File: src/rtl/sdram_init_seq.sv
// SDRAM power-up initialisation sequencer: power-up wait, PRECHARGE ALL,
// a burst of AUTO REFRESH commands and LOAD MODE REGISTER, then hands off.
module sdram_init_seq #(
  parameter int unsigned P_WAIT_CYCLES = 20000,
  parameter int unsigned P_TRP         = 2,
  parameter int unsigned P_TRFC        = 7,
  parameter int unsigned P_TMRD        = 2,
  parameter int unsigned P_REFRESH_NUM = 2,
  parameter logic [12:0] P_MODE_REG    = 13'h032
) (
  input  logic        s_clk,
  input  logic        s_rst,
  output logic        o_cke,
  output logic [3:0]  o_cmd,
  output logic [1:0]  o_ba,
  output logic [12:0] o_addr,
  output logic        o_init_done
);

  localparam logic [3:0] CMD_NOP = 4'b0111;
  localparam logic [3:0] CMD_PRE = 4'b0010;
  localparam logic [3:0] CMD_REF = 4'b0001;
  localparam logic [3:0] CMD_LMR = 4'b0000;

  typedef enum logic [2:0] {
    S_WAIT, S_PRE, S_TRP, S_REF, S_TRFC, S_LMR, S_TMRD, S_DONE
  } state_e;

  state_e      state_q, state_d;
  logic [15:0] cnt_q, cnt_d;
  logic [3:0]  ref_q, ref_d;
  logic [3:0]  cmd_d;
  logic [1:0]  ba_d;
  logic [12:0] addr_d;
  logic        done_d;

  // WAIT counts from the reset value 0, so it compares against the full count;
  // the gap states start at 0 on entry and compare against count-1.
  always_comb begin
    state_d = state_q;
    cnt_d   = cnt_q + 16'd1;
    ref_d   = ref_q;
    unique case (state_q)
      S_WAIT: if (cnt_q == 16'(P_WAIT_CYCLES)) begin
        state_d = S_PRE;
        cnt_d   = '0;
      end
      S_PRE: begin
        state_d = S_TRP;
        cnt_d   = '0;
      end
      S_TRP: if (cnt_q == 16'(P_TRP - 1)) begin
        state_d = S_REF;
        cnt_d   = '0;
      end
      S_REF: begin
        ref_d   = ref_q + 4'd1;
        state_d = S_TRFC;
        cnt_d   = '0;
      end
      S_TRFC: if (cnt_q == 16'(P_TRFC - 1)) begin
        state_d = (ref_q < 4'(P_REFRESH_NUM)) ? S_REF : S_LMR;
        cnt_d   = '0;
      end
      S_LMR: begin
        state_d = S_TMRD;
        cnt_d   = '0;
      end
      S_TMRD: if (cnt_q == 16'(P_TMRD - 1)) begin
        state_d = S_DONE;
        cnt_d   = '0;
      end
      S_DONE: cnt_d = cnt_q;
      default: begin
        state_d = S_WAIT;
        cnt_d   = '0;
      end
    endcase
  end

  // Outputs are decoded from the next state so they register alongside it.
  always_comb begin
    cmd_d  = CMD_NOP;
    ba_d   = '0;
    addr_d = '0;
    done_d = 1'b0;
    unique case (state_d)
      S_PRE: begin
        cmd_d  = CMD_PRE;
        addr_d = 13'h0400;
      end
      S_REF:   cmd_d = CMD_REF;
      S_LMR: begin
        cmd_d  = CMD_LMR;
        addr_d = P_MODE_REG;
      end
      S_DONE:  done_d = 1'b1;
      default: cmd_d = CMD_NOP;
    endcase
  end

  always_ff @(posedge s_clk or posedge s_rst) begin
    if (s_rst) begin
      state_q     <= S_WAIT;
      cnt_q       <= '0;
      ref_q       <= '0;
      o_cke       <= 1'b0;
      o_cmd       <= CMD_NOP;
      o_ba        <= '0;
      o_addr      <= '0;
      o_init_done <= 1'b0;
    end else begin
      state_q     <= state_d;
      cnt_q       <= cnt_d;
      ref_q       <= ref_d;
      o_cke       <= 1'b1;
      o_cmd       <= cmd_d;
      o_ba        <= ba_d;
      o_addr      <= addr_d;
      o_init_done <= done_d;
    end
  end

endmodule

File: config.mk
export PLATFORM = sky130hd
export DESIGN_NAME = sdram_init_seq
export DESIGN_NICKNAME = d
export VERILOG_FILES = /design/src/rtl/sdram_init_seq.sv
export SDC_FILE = /design/constraint.sdc
export NUM_CORES = 1
export LEC_CHECK = 0
export BUFFER_PORTS_ARGS = -buffer_cell sky130_fd_sc_hd__buf_2
export CAP_MARGIN = 20
export CELL_PAD_IN_SITES_DETAIL_PLACEMENT = 0
export CELL_PAD_IN_SITES_GLOBAL_PLACEMENT = 1
export CORE_ASPECT_RATIO = 0.7
export CORE_MARGIN = 2
export CORE_UTILIZATION = 47
export DETAILED_ROUTE_END_ITERATION = 10
export PLACE_DENSITY = 0.83
export SYNTH_ARGS = -nofsm -noshare
export SYNTH_HDL_FRONTEND = slang
export SYNTH_SLANG_ARGS = --single-unit
File: constraint.sdc
create_clock -name s_clk -period 3.6 [get_ports s_clk]
set_input_delay 0.18 -clock s_clk [delete_from_list [all_inputs] [get_ports s_clk]]
set_output_delay 0.18 -clock s_clk [all_outputs]
set_load 0.05 [all_outputs]
* Word level (Yosys, flattened, before mapping)
Cells that the tools add are included.
** Cells by class
- Add/sub/neg operators :: 2
- Magnitude comparators :: 1
- Muxes and demuxes :: 13
- Reductions and logical operators :: 3
- Equality and inequality tests :: 14
** Operators by type and width (number)
- $pmux 16 s4 :: 1
- $mux 16 :: 3
- $pmux 11 s2 :: 1
- $pmux 3 s7 :: 1
- $eq 3x3->1 const B :: 6
- $add 16x1->16 const B :: 1
- $eq 16x1->1 const B :: 1
- $eq 16x15->1 const B :: 1
- $eq 16x3->1 const B :: 1
- $mux 3 :: 5
- $eq 3x2->1 const B :: 3
- $pmux 3 s3 :: 1
- $eq 3x1->1 const B :: 2
- $add 4x1->4 const B :: 1
- $lt 4x2->1 const B :: 1
- $logic_not 3->1 :: 1
- $reduce_or 3->1 :: 1
- $reduce_or 2->1 :: 1
- $mux 1 :: 1
** Storage, ports and cells
- Bits of input ports :: 2
- Output and inout bits :: 21
- Register bits :: 42
- Word-level logic and storage cells :: 40

* Longest topological paths before layout
- Depth in word-level cells :: 6
- Gate-level depth with buffers :: 7
- Depth with buffers taken out :: 6

* Worst setup path before layout
OpenSTA, ideal clock, no wires.
- Path type :: reg-to-reg
- Start :: register cnt_q[10]
- End :: register cnt_q[10]
- Stages on the path, launching flop included :: 6
- Data arrival time :: 1.966 ns
- Path buffers :: 1
- Library setup time :: 0.125 ns
- Path slack :: 1.510 ns
- Cell sequence :: dfrtp_1 > or4_1 > or4_4 > a211oi_4 > buf_6 > nor3_1
** Between the ends
- Word-level cells in the longest chain between the ends :: 3
- Elaborated cells between the ends (all ways) :: 8
- Classes of those cells :: 1 x add/sub; 3 x eq/ne; 4 x mux
** Ends and longest elaborated chain
- start: declaration :: RTL line 30 : logic [15:0] cnt_q, cnt_d;
- start signal: assignment :: RTL line 114 : cnt_q <= cnt_d;
- $add 16x1->16 (tied with other cells) :: RTL line 41 : cnt_d = cnt_q + 16'd1;
- $mux 16 (on tied branches)
- $pmux 16 s4 (*) :: RTL line 43 : unique case (state_q)
Mark *: on every way between the ends. The rest lies on a longest branch, timed or not.
A chain may end at the register's enable or synchronous reset.

* Worst setup path after layout
- Start :: register cnt_q[10]
- End :: register cnt_q[9]
** Between the ends
- Word-level cells in the longest chain between the ends :: 3
- Elaborated cells between the ends (all ways) :: 7
- Classes of those cells :: 3 x eq/ne; 4 x mux
** Ends and longest elaborated chain (RTL line)
- $eq 16x1->1 (tied with other cells) :: 52, 69
- $mux 16 (on tied branches)
- $pmux 16 s4 (*) :: 43
Marked as above.

==> impl_metrics.env <==
export IMPL_outcome="finished clean"
export IMPL_busiest_layer="met2"
export IMPL_ir_drop_mv=0.211
export IMPL_diodes=0
export IMPL_boundaryPins=23
export IMPL_synth_top_family_by_area="simple AND/OR/NAND/NOR gates"
export IMPL_hold_viol_final=0
export IMPL_drv_slew=0
export IMPL_cts_resized=0
export IMPL_worstSetupPathType="reg -> reg"
export IMPL_syn_inst=165
export IMPL_core_mm2=0.00349
export IMPL_dieWidth_um=75.6
export IMPL_syn_cell_area_mm2=0.00169
export IMPL_use_met1=0.275
export IMPL_cts_root_buffer="clkbuf_8"
export IMPL_startpoint_type="flop"
export IMPL_cts_tree="yes"
export IMPL_worstRegToRegCells=4
export IMPL_seq_area_um2=754
export IMPL_netlist_cell_type_count=45
export IMPL_rsz0062_at_grt="no"
export IMPL_drc=0
export IMPL_place_inst=216
export IMPL_first_pass_iters=4
export IMPL_initial_core_util=0.484
export IMPL_crit_path_end_kind="flop"
export IMPL_cts_buffers=5
export IMPL_power_leakage_nw=0.754
export IMPL_synth_top_area_share=0.400
export IMPL_dpl_cell_area_mm2=0.00172
export IMPL_drt_iter0_drc=103
export IMPL_grt_use_met3=0.0693
export IMPL_gr_usage_met2=0.286
export IMPL_ant_nets=0
export IMPL_final_setup_viol_count=0
export IMPL_fillers=318
export IMPL_p_total_uw=658
export IMPL_finalNonFillerCells=225
export IMPL_setup_tns_ns=0
export IMPL_synthSimpleGateAreaFrac=0.228
export IMPL_grt_use_total=0.196
export IMPL_worstMarginPinSlew_ns=1.12
export IMPL_timing_slew_headroom=0.246
export IMPL_post_route_min_period_ns=2.66
export IMPL_synth_top_cell_by_area="dfrtp_1"
export IMPL_cts_setup_buffers=0
export IMPL_required_ns=3.72
export IMPL_seq_area_frac_synth=0.447
export IMPL_die_y_um=54.1
export IMPL_htreeDepth=2
export IMPL_synth_xor_area_frac=0.0623
export IMPL_rows=18
export IMPL_p_per_area_mw_per_mm2=361
export IMPL_multiInputGateArea_um2=800
export IMPL_via_per_inst=5.62
export IMPL_synthAdderAreaFrac=0.0371
export IMPL_synth_compound_area_share=0.111
export IMPL_post_route_util=0.522
export IMPL_hold_path_class="reg -> reg"
export IMPL_area_growth_pct=7.93
export IMPL_cp_arrival_ns=2.78
export IMPL_synth_warnings=0
export IMPL_numPortBuffers=10
export IMPL_clock_sinks=30
export IMPL_synth_area_leaders="dfrtp_1, buf_4, dfstp_2"
export IMPL_ctsLongestPathBuffers=2
export IMPL_clock_fmax_mhz=375
export IMPL_drv_cap=0
export IMPL_drt_wl_total_um=3380
export IMPL_grt_pass1_vias=1214
export IMPL_clock_latency_ns=0.29
export IMPL_cp_max_fo=14
export IMPL_ys_ff_latch=30
export IMPL_grt_max_degree=17
export IMPL_grt_pass1_wl_um=5810
export IMPL_muxShareOfSynthArea=0.00667
export IMPL_hold_depth=1
export IMPL_vias=1264
export IMPL_antenna_found_initial=0
export IMPL_avgSynthCellArea_um2=10.2
export IMPL_wl_per_cell_um=15.0
export IMPL_finalCritPeriodShare=0.740
export IMPL_ctsHoldBuffers=1
export IMPL_grt_overflow=0
export IMPL_gp_congestion=0.846
export IMPL_fin_area_mm2=0.00182
export IMPL_dp_hpwl_um=2430
export IMPL_path_clk_slew_ns=0.06
export IMPL_layout_drive_gt1_share=0.177
export IMPL_skew_ns=0.00397
export IMPL_die_area_mm2=0.00409
export IMPL_nets=181
flip-flops by register name, summed over array words and instances, names as in the netlist:
register and cells:
o_cmd 3, cnt_q 16, o_addr 2, ref_q 4, o_cke 1, state_q 3, o_init_done 1
layout by cell type (no fill, tap or decap), drive strengths merged, types with 2 or more instances in the layout:
master  count
dfrtp      27
conb       13
nor3       11
buf        11
xnor2       9
nand2       8
nand3       7
inv         7
clkbuf      7
a211oi      6
or4         6
ha          5
nor4        5
or3         4
nand4       4
nor2        4
o21ai       4
xor2        3
a21oi       3
or2         3
dfstp       3
and3        2
nand3b      2
o32ai       2
o21bai      2
o41ai       2
o31ai       2
power breakdown:
group          internal [mW]  switching, mW  leakage (nW)
Sequential             0.338       0.000138         0.392
Combinational        0.00454         0.0369         0.314
Clock                  0.154          0.125        0.0482
Total                  0.496          0.162         0.754
critical path, cell delays in order (launching register included):
cell       delay [ns]
dfrtp_1          0.43
or4_1            0.55
nand4bb_1        0.36
o31ai_2          1.00
nor3_1           0.15
metal layers:
metal | up-vias | routed length [um]
li1 | 588 | -
met1 | 628 | 1610
met2 | 43 | 1550
met3 | 5 | 171
met4 | 0 | 54
met5 | - | 0
final cells by class:
class	count	share of cell area
Clock buffer	7	0.0474
Clock inverter	1	0.00275
Inverter	7	0.0144
Multi-Input combinational cell	118	0.439
Sequential cell	30	0.414
Tap cell	50	0.0343
Timing Repair Buffer	12	0.0481
per-stage QoR:
stage,setup slack [ns],hold WS [ns]
4_1_cts,0.972,0.470
3_3_place_gp,1.08,0.458
3_5_place_dp,0.956,0.297
2_1_floorplan,1.51,0.269
6_report,0.935,0.468
5_1_grt,0.749,0.478
cell usage after synthesis, drive strengths merged:
master and number:
a211oi 6, a21oi 3, a2bb2oi 1, and3 2, buf 18, clkbuf 3
conb 2, dfrtp 27, dfstp 3, ha 5, inv 7, mux2 1
nand2 8, nand2b 1, nand3 7, nand3b 2, nand4 4, nand4b 1
nand4bb 1, nor2 4, nor3 11, nor3b 1, nor4 5, nor4b 1
o211ai 1, o21ai 4, o21bai 2, o22a 1, o31ai 2, o32ai 2
o41ai 2, or2 3, or3 4, or3b 1, or4 6, or4bb 1
xnor2 9, xor2 3
path summary, 6_finish.rpt:
| path | start | endpoint | slack (ns) |
|---|---|---|---|
| worst max-delay path | cnt_q[10]$_DFFE_PP0P_ | cnt_q[9]$_DFFE_PP0P_ | 0.94 |
| worst min-delay path | ref_q[3]$_DFFE_PP0P_ | ref_q[3]$_DFFE_PP0P_ | 0.47 |
| worst max register to register | cnt_q[10]$_DFFE_PP0P_ | cnt_q[9]$_DFFE_PP0P_ | 0.94 |
| worst min register to register | ref_q[3]$_DFFE_PP0P_ | ref_q[3]$_DFFE_PP0P_ | 0.47 |
| max in group asynchronous | s_rst | o_cmd[0]$_DFF_PP1_ | 2.50 |
| min in group asynchronous | s_rst | cnt_q[3]$_DFFE_PP0P_ | 0.52 |
cells by family (layout without fill, tap and decap cells):
logic type	count (synthesis)	in the layout
AO/OA/AOI/OAI	24	24
AND/OR/NAND/NOR	63	63
other	2	13
XOR/XNOR	12	12
buffers and inverters	28	27
flip-flops	30	30
adder cells (fa/ha/maj)	5	5
multiplexers	1	1
(Power assumes the default switching activity.)
